**config.mk**
```make
export PLATFORM = sky130hd
export DESIGN_NAME = alu_seq
export DESIGN_NICKNAME = d
export VERILOG_FILES = /design/src/rtl/alu_seq_pkg.sv /design/src/rtl/alu_mul_iter.sv /design/src/rtl/alu_seq.sv
export SDC_FILE = /design/constraint.sdc
export NUM_CORES = 1
export LEC_CHECK = 0
export CAP_MARGIN = 20
export CORE_ASPECT_RATIO = 1.2
export CORE_MARGIN = 3
export CORE_UTILIZATION = 30
export CTS_CLUSTER_DIAMETER = 40
export DETAILED_ROUTE_END_ITERATION = 10
export REMOVE_ABC_BUFFERS = 1
export SETUP_SLACK_MARGIN = 0.2
export SLEW_MARGIN = 40
export SYNTH_ARGS = -nofsm -noshare
export SYNTH_HDL_FRONTEND = slang
export SYNTH_SLANG_ARGS = --single-unit
```
**constraint.sdc**
```tcl
create_clock -name clk -period 6.2 [get_ports clk]
set_clock_uncertainty 0.05 [all_clocks]
set_input_delay 1.24 -clock clk [delete_from_list [all_inputs] [get_ports clk]]
set_output_delay 1.24 -clock clk [all_outputs]
set_load 0.05 [all_outputs]
```
**src/rtl/alu_seq_pkg.sv**
```systemverilog
// alu_seq_pkg: opcodes, FSM state and illegal-op predicate for alu_seq.
// Optional feature macro: ALU_SEQ_MUL_EN (op 11 is legal only when defined).
package alu_seq_pkg;

  localparam logic [3:0] OP_AND  = 4'd0;
  localparam logic [3:0] OP_OR   = 4'd1;
  localparam logic [3:0] OP_ADD  = 4'd2;
  localparam logic [3:0] OP_XOR  = 4'd3;
  localparam logic [3:0] OP_SUB  = 4'd4;
  localparam logic [3:0] OP_SRL  = 4'd5;
  localparam logic [3:0] OP_SLL  = 4'd6;
  localparam logic [3:0] OP_NOR  = 4'd7;
  localparam logic [3:0] OP_SRA  = 4'd8;
  localparam logic [3:0] OP_SLT  = 4'd9;
  localparam logic [3:0] OP_SLTU = 4'd10;
  localparam logic [3:0] OP_MUL  = 4'd11;

  typedef enum logic [1:0] {
    S_IDLE = 2'd0,
    S_CALC = 2'd1,
    S_DONE = 2'd2
  } state_t;

  function automatic logic op_illegal(
    input logic [3:0] op
  );
`ifdef ALU_SEQ_MUL_EN
    return op > OP_MUL;
`else
    return op > OP_SLTU;
`endif
  endfunction

endpackage

```
**src/rtl/alu_mul_iter.sv**
```systemverilog
// alu_mul_iter: iterative shift-add multiplier, one partial product per cycle.
// done is raised during the last iteration; product is valid in that cycle.
module alu_mul_iter #(
  parameter int WIDTH = 32
) (
  input  logic             clk,
  input  logic             rst_n,
  input  logic             start,
  input  logic [WIDTH-1:0] a,
  input  logic [WIDTH-1:0] b,
  output logic             done,
  output logic [WIDTH-1:0] product
);

  localparam int CW = $clog2(WIDTH) + 1;

  logic [WIDTH-1:0] mcand;
  logic [WIDTH-1:0] mplier;
  logic [WIDTH-1:0] acc;
  logic [WIDTH-1:0] acc_n;
  logic [CW-1:0]    cnt;

  assign acc_n   = acc + (mplier[0] ? mcand : '0);
  assign done    = cnt == CW'(1);
  assign product = acc_n;

  // Load operands on start, then add one shifted partial product per cycle.
  always_ff @(posedge clk or negedge rst_n) begin
    if (!rst_n) begin
      mcand  <= '0;
      mplier <= '0;
      acc    <= '0;
      cnt    <= '0;
    end else if (start) begin
      mcand  <= a;
      mplier <= b;
      acc    <= '0;
      cnt    <= CW'(WIDTH);
    end else if (cnt != '0) begin
      acc    <= acc_n;
      mcand  <= mcand << 1;
      mplier <= mplier >> 1;
      cnt    <= cnt - CW'(1);
    end
  end

endmodule

```
**src/rtl/alu_seq.sv**
```systemverilog
// alu_seq: handshaked, registered ALU with flags and optional iterative MUL.
// Define ALU_SEQ_MUL_EN to enable op 11 (MUL) and the CALC state.
module alu_seq
  import alu_seq_pkg::*;
#(
  parameter int WIDTH = 32
) (
  input  logic             clk,
  input  logic             rst_n,
  input  logic             in_valid,
  output logic             in_ready,
  input  logic [3:0]       op,
  input  logic [WIDTH-1:0] a,
  input  logic [WIDTH-1:0] b,
  output logic             out_valid,
  input  logic             out_ready,
  output logic [WIDTH-1:0] result,
  output logic             zero,
  output logic             carry,
  output logic             overflow,
  output logic             err
);

  localparam int SW = $clog2(WIDTH);
  localparam int MSB = WIDTH - 1;

  state_t state;
  state_t state_d;

  logic             accept;
  logic             load;
  logic             is_mul;
  logic [SW-1:0]    sh;
  logic [WIDTH:0]   sum;
  logic [WIDTH:0]   dif;
  logic [WIDTH-1:0] alu_r;
  logic             alu_c;
  logic             alu_v;
  logic             alu_e;

  assign in_ready  = (state == S_IDLE)
                  || (state == S_DONE && out_ready);
  assign out_valid = state == S_DONE;
  assign accept    = in_valid && in_ready;
  assign load      = accept && !is_mul;
  assign sh        = b[SW-1:0];
  assign sum       = {1'b0, a} + {1'b0, b};
  assign dif       = {1'b0, a} - {1'b0, b};

`ifdef ALU_SEQ_MUL_EN
  logic             mul_start;
  logic             mul_done;
  logic [WIDTH-1:0] mul_p;

  assign is_mul    = op == OP_MUL;
  assign mul_start = accept && is_mul;

  alu_mul_iter #(
    .WIDTH(WIDTH)
  ) u_mul (
    .clk     (clk),
    .rst_n   (rst_n),
    .start   (mul_start),
    .a       (a),
    .b       (b),
    .done    (mul_done),
    .product (mul_p)
  );
`else
  assign is_mul = 1'b0;
`endif

  // Single-cycle datapath evaluated on the live operands at acceptance.
  always_comb begin
    alu_r = '0;
    alu_c = 1'b0;
    alu_v = 1'b0;
    alu_e = op_illegal(op);
    case (op)
      OP_AND:  alu_r = a & b;
      OP_OR:   alu_r = a | b;
      OP_XOR:  alu_r = a ^ b;
      OP_NOR:  alu_r = ~(a | b);
      OP_ADD: begin
        alu_r = sum[MSB:0];
        alu_c = sum[WIDTH];
        alu_v = (a[MSB] == b[MSB])
             && (sum[MSB] != a[MSB]);
      end
      OP_SUB: begin
        alu_r = dif[MSB:0];
        alu_c = dif[WIDTH];
        alu_v = (a[MSB] != b[MSB])
             && (dif[MSB] != a[MSB]);
      end
      OP_SRL:  alu_r = a >> sh;
      OP_SLL:  alu_r = a << sh;
      OP_SRA:  alu_r = $unsigned($signed(a) >>> sh);
      OP_SLT:  alu_r = WIDTH'($signed(a) < $signed(b));
      OP_SLTU: alu_r = WIDTH'(a < b);
      default: alu_r = '0;
    endcase
  end

  // Next-state logic; DONE chains straight into a new op on handshake.
  always_comb begin
    state_d = state;
    unique case (1'b1)
      state == S_IDLE: begin
        if (accept) state_d = is_mul ? S_CALC : S_DONE;
      end
      state == S_DONE: begin
        if (accept) state_d = is_mul ? S_CALC : S_DONE;
        else if (out_ready) state_d = S_IDLE;
      end
`ifdef ALU_SEQ_MUL_EN
      state == S_CALC: begin
        if (mul_done) state_d = S_DONE;
      end
`endif
      default: state_d = S_IDLE;
    endcase
  end

  // State register.
  always_ff @(posedge clk or negedge rst_n) begin
    if (!rst_n) state <= S_IDLE;
    else        state <= state_d;
  end

  // Output registers; untouched while waiting, so DONE holds stable.
  always_ff @(posedge clk or negedge rst_n) begin
    if (!rst_n) begin
      result   <= '0;
      zero     <= 1'b0;
      carry    <= 1'b0;
      overflow <= 1'b0;
      err      <= 1'b0;
    end else if (load) begin
      result   <= alu_r;
      zero     <= alu_r == '0;
      carry    <= alu_c;
      overflow <= alu_v;
      err      <= alu_e;
`ifdef ALU_SEQ_MUL_EN
    end else if (state == S_CALC && mul_done) begin
      result   <= mul_p;
      zero     <= mul_p == '0;
      carry    <= 1'b0;
      overflow <= 1'b0;
      err      <= 1'b0;
`endif
    end
  end

endmodule
```
# == After elaboration in Yosys (flattened, before gate mapping) ==
# Cells that the tools add are included.
# W data, S select, Z words.
# classes
eq_ne,17
shifts,3
n_reduce_logical,9
n_addsub,2
order_cmp,3
mux,7
n_bitwise,4
# ops
operator,n
$pmux W32 S11,1
$lt A32 B32 Y1,2
$add A32 B32 Y33,1
$sub A32 B32 Y33,1
$and A32 B32 Y32,1
$logic_not A32 Y1,1
$not A32 Y32,1
$or A32 B32 Y32,1
$shl A32 B5 Y32,1
$shr A32 B5 Y32,1
$sshr A32 B5 Y32,1
$xor A32 B32 Y32,1
$eq A4 B3 Y1 const B,4
$eq A4 B4 Y1 const B,3
$eq A4 B2 Y1 const B,2
$mux W2,3
$eq A4 B1 Y1 const B,1
$gt A4 B4 Y1 const B,1
$logic_and A1 B1 Y1,4
$logic_not A4 Y1,1
$pmux W1 S2,2
$pmux W2 S2,1
$ne A1 B1 Y1,3
$ne A3 B1 Y1 const B,1
6 further kinds,6
# totals
reg_bits,38
inputBits,72
wordCells,51
output_inout_bits,38

# == Logic depth before layout (Yosys ltp) ==
# logic_depth
depth_word,6
mapped_depth,17
depth_no_buf,14

# == Least setup slack after synthesis ==
# OpenSTA, ideal clock, no wires.
# synth_timing
kind,input-to-reg
start,input port b[2]
end,register zero
stages,17
path_buffers,4
slack_ns,1.276
required_time_ns,6.082
t_arrival_ns,4.806
setup_ns,0.068
path_cell_list,buf_2 -> inv_1 -> buf_2 -> buf_2 -> buf_2 -> ha_1 -> a211oi_1 -> nor2_1 -> a221oi_1 -> a21oi_1 -> nor4b_2 -> nand2_1 -> or4_1 -> nor3_2 -> nand4_1 -> nor4_2 -> a32o_1
# synth_via
elab_chain_len,4
elab_cells_between_ends,13
cone_classes,add/sub: 2; order compare: 2; shift: 3; mux: 1; bitwise: 4; reduce/logical: 1
# synth_lines
element,line_no,text
start: declaration,alu_seq.sv:14,"input logic [WIDTH-1:0] b,"
"parallel branches: the longest is 2 deep, another holds $sub A32 B32 Y33",--,
$pmux W32 S11 *,alu_seq.sv:79,case (op)
$logic_not A32 Y1 *,alu_seq.sv:141,zero <= alu_r == '0;
end signal: assignment,alu_seq.sv:135,zero <= 1'b0;
end signal: assignment,alu_seq.sv:141,
end: declaration,alu_seq.sv:18,"output logic zero,"
# Mark *: on every way between the ends.
# A chain may end at the register's enable or synchronous reset.

# == Final worst setup path ==
# layout_timing
start,input port a[0]
end,register zero
# layout_via
elab_chain_len,4
elab_cells_between_ends,13
cone_classes,add/sub: 2; order compare: 2; shift: 3; mux: 1; bitwise: 4; reduce/logical: 1
# layout_lines
element,line_no,text
start: declaration,alu_seq.sv:13,"input logic [WIDTH-1:0] a,"
"parallel branches: the longest is 2 deep, another holds $sub A32 B32 Y33",--,
$pmux W32 S11 *,alu_seq.sv:79,
$logic_not A32 Y1 *,alu_seq.sv:141,
# Marked as above.

==> impl_summary.log <==
[metrics] Global Route met2 Usage: 52.83%
[metrics] horizontal die dimension: 187.7 um
[metrics] Total Routed Length: 69630 um
[metrics] GRT Total Usage: 31.87%
[metrics] logic depth of the worst register-to-register path: 11
[metrics] met1 usage: 39.82%
[metrics] CP delay by family, top: compound AO/OA/AOI/OAI gates
[metrics] Syn Area/Cell: 7.233 um2
[metrics] pwr/cell area: 143.5 nW/um2
[metrics] summed area of non-filler cells in the final layout: 14310 um2
[metrics] result of the run: finished, final reports clean
[metrics] CTS tree: yes
[metrics] vias in the first global route: 14510
[metrics] starting density of the core: 30.53%
[metrics] layer with the highest usage after global routing: met2
[metrics] most used flip-flop cell after synthesis: dfrtp_1
[metrics] Yosys reg bits: 37
[metrics] CP Cell Sequence: clkdlybuf4s50_1, inv_1, ha_1, fa_1, nor2_1, o311ai_1, a2111oi_2, nor3_1, o311ai_1, a21oi_1, o2bb2ai_1, nor4_1, o22ai_1, a2bb2oi_1, a32o_1
[metrics] die footprint: 42070 um2
[metrics] number of enable-type register cells in the synthesized netlist: 0
[metrics] cell row count: 79
[metrics] crit-path max FO: 6
[metrics] critical setup path kind: input pin to register
[metrics] Max Transition Viols Final: 0
[metrics] clock-pin slew reported for the worst setup and hold paths after clock tree synthesis: 60 ps
[metrics] commonest non-fill, non-tap cells in the layout: nand2_1, nor2_1, buf_4
[metrics] number of maximum-capacitance constraint violations: 0
[metrics] worst hold path stage count: 2
[metrics] via total after detailed routing: 14960
[metrics] cell with the largest stage delay on the worst path: o311ai_1
[metrics] cts-stage hold buffer count: 0
[metrics] number of endpoints failing setup at the final stage: 0
[metrics] longest individual stage delay on the worst path: 680 ps
[metrics] Final Critical Period: 5634 ps
[metrics] remaining antenna violation count: 0
[metrics] Critical Path Source: a[0]
[metrics] buffers added on ports: 109
[metrics] netlist area before placement: 11890 um2
[metrics] relative slew slack: 39.68%
[metrics] HPWL after detailed placement: 56740 um
[metrics] number of buffers inserted during clock tree synthesis: 5
[metrics] leading cell type in the layout, fill and taps excluded: nand2_1
[metrics] share of final-layout standard cells stronger than drive strength 1: 14.21%
[metrics] cell type with the highest occurrence count on the critical path: o311ai_1
[metrics] Initial DRC Count: 2206
[metrics] Antenna Diode Count: 0
[metrics] wire length of the first global-routing pass: 101100 um
[metrics] last element of the critical path: zero
[metrics] RSZ-0062 raised after global routing: no
[metrics] transition time at the pin with the least slew margin: 904.7 ps
[metrics] Global Route met3 Usage: 4.852%
[metrics] count of mapped cells out of synthesis: 1644
[metrics] length of the first detailed-routing pass in iterations: 9
[metrics] Levels on crit path: 15
[metrics] Data arrival, critical path: 5810 ps
[metrics] Hold Violations, Final: 0
[metrics] reg-to-reg endpoint: zero
[metrics] die height: 224.1 um
[metrics] kind of start point of the critical path: input pin
[metrics] proportion of register bits with asynchronous set or reset after synthesis: 100.0%
[metrics] TNS Setup: 0 ps
[metrics] post-detailed-route wirelength per cell: 30.38 um
[metrics] maximum number of pins on one net before global-route repair: 43
[metrics] Post-CTS Setup Inserts: 0
[metrics] Clock Sinks: 37
[metrics] part of the cycle the worst path needs: 90.87%
[metrics] critical path endpoint category: register
[metrics] standard cell core area: 38940 um2
[metrics] PostCTS Resize Cnt: 0
[metrics] worst r2r src: state[1]
[metrics] area growth from synthesis to layout: 20.31%
[metrics] Max Fclk: 177.5 MHz
[metrics] maximum clock insertion buffer count: 2
[metrics] worst hold slack across all endpoints: 425.4 ps
[metrics] number of remaining DRC errors: 0
[metrics] num ports: 110
[metrics] r2r setup slk: 3200 ps
[metrics] HP Class: register to register
[metrics] grt total ovfl: 0
[metrics] antenna violations before repair: 5
[metrics] CP required: 6380 ps
[metrics] Placed Area: 14120 um2
[metrics] count of buffer and inverter cells on the critical path: 2
[metrics] static leakage power: 5.805 nW
[metrics] via count normalized by instance count: 6.525
[metrics] Root Buffer: clkbuf_16
[metrics] sequential area share after synthesis: 7.786%
[metrics] Worst-Skew Late Latency: 280 ps
[metrics] number of warnings reported in the yosys synthesis log: 0
[metrics] highest ir drop seen on vdd: 0.1705 mV
[metrics] number of nets in the layout: 1941
[metrics] last weighted congestion value of the routability-driven placer: 1.069
[metrics] H-tree levels: 2
[metrics] post-synth cell types: 95
state kept, by name, indices dropped and copies added (netlist names):
name	count
carry	1
err	1
overflow	1
result	32
state	1
zero	1
metrics by stage:
step	util (%)	total power, mW	cells	worst slack (ps)
3_3_place_gp	36.23	1.719	2284	358.9
6_report	36.73	2.054	2292	566.3
5_1_grt	36.73	2.150	2292	282.9
3_5_place_dp	36.26	1.716	2284	354.4
2_1_floorplan	-	1.089	1516	1275
4_1_cts	36.72	2.024	2292	643.6
worst min-delay path by stage:
stage	slack, ps	to	from
finish	430	result[5]	result[5]
global route	480	result[18]	result[18]
CTS	440	result[5]	result[5]
detailed placement	420	result[5]	result[5]
global placement	410	result[2]	result[2]
floorplan	700	result[5]	result[5]
worst register-to-register path: stages (launching register included):
cell	delay (ps)
dfrtp_1	370
nand2b_1	120
nand2_1	180
a211oi_1	200
o21ai_0	130
nor4_2	460
nand3_1	110
or4_1	430
nor3_2	250
nand4_1	200
nor4_2	240
a32o_1	180
cells in the mapped netlist, types with 12 or more instances:
master      n  area share (%)
clkbuf_1   72             2.3
o211ai_1   35             2.2
o31ai_1    19             1.2
o21bai_1   13            0.82
nor4_1     21             1.1
mux2i_1    63             5.3
a22oi_1    15            0.95
a22o_1     17             1.3
nor3_1     34             1.4
mux2_1     12             1.1
nand4_1    12            0.63
inv_1      95             3.0
mux4_2     36             6.8
o21ai_0    94             4.0
nor2b_1    16            0.84
ha_1      102              11
dfrtp_1    37             7.8
a31oi_1    15            0.79
a21oi_1   120             5.1
mux2_2     27             2.6
o22ai_1    22             1.2
buf_2      36             1.5
a221oi_1   18             1.3
nand2_1   167             5.3
a211oi_1   31             2.0
nand2b_1   26             1.4
buf_1      12            0.38
nor2_1    161             5.1
nand3_1    48             2.0
o221ai_1   18             1.3
power breakdown:
part | leakage [nW] | switching [mW] | internal (mW) | total (mW)
combinational | 5.25 | 0.947 | 0.506 | 1.45
sequential | 0.470 | 0.0226 | 0.280 | 0.303
clock | 0.0831 | 0.0981 | 0.201 | 0.299
final cells by class:
class | instances | area, um2
fillers | 4243 | 24640
multi-input cells | 1381 | 10060
repair buffers | 242 | 2120
flip-flops and latches | 37 | 925.9
well taps | 526 | 658.1
inverters | 98 | 367.9
clock buffers | 6 | 138.9
clock inverters | 2 | 37.54
per-layer routing:
| metal | share of wire [%] | vias up |
|---|---|---|
| met5 | 0.060 | - |
| met4 | 6.7 | 6 |
| met3 | 8.1 | 227 |
| met2 | 46 | 954 |
| met1 | 39 | 7290 |
| li1 | - | 6479 |
kinds of logic after synthesis:
group	share of synthesized area, %
AO/OA/AOI/OAI	32.55
XOR/XNOR	0.8102
adder cells (fa/ha/maj)	11.07
buffers and inverters	7.986
flip-flops	7.786
multiplexers	16.82
AND/OR/NAND/NOR	22.97
Note: power is estimated with default switching activity, not from simulation.
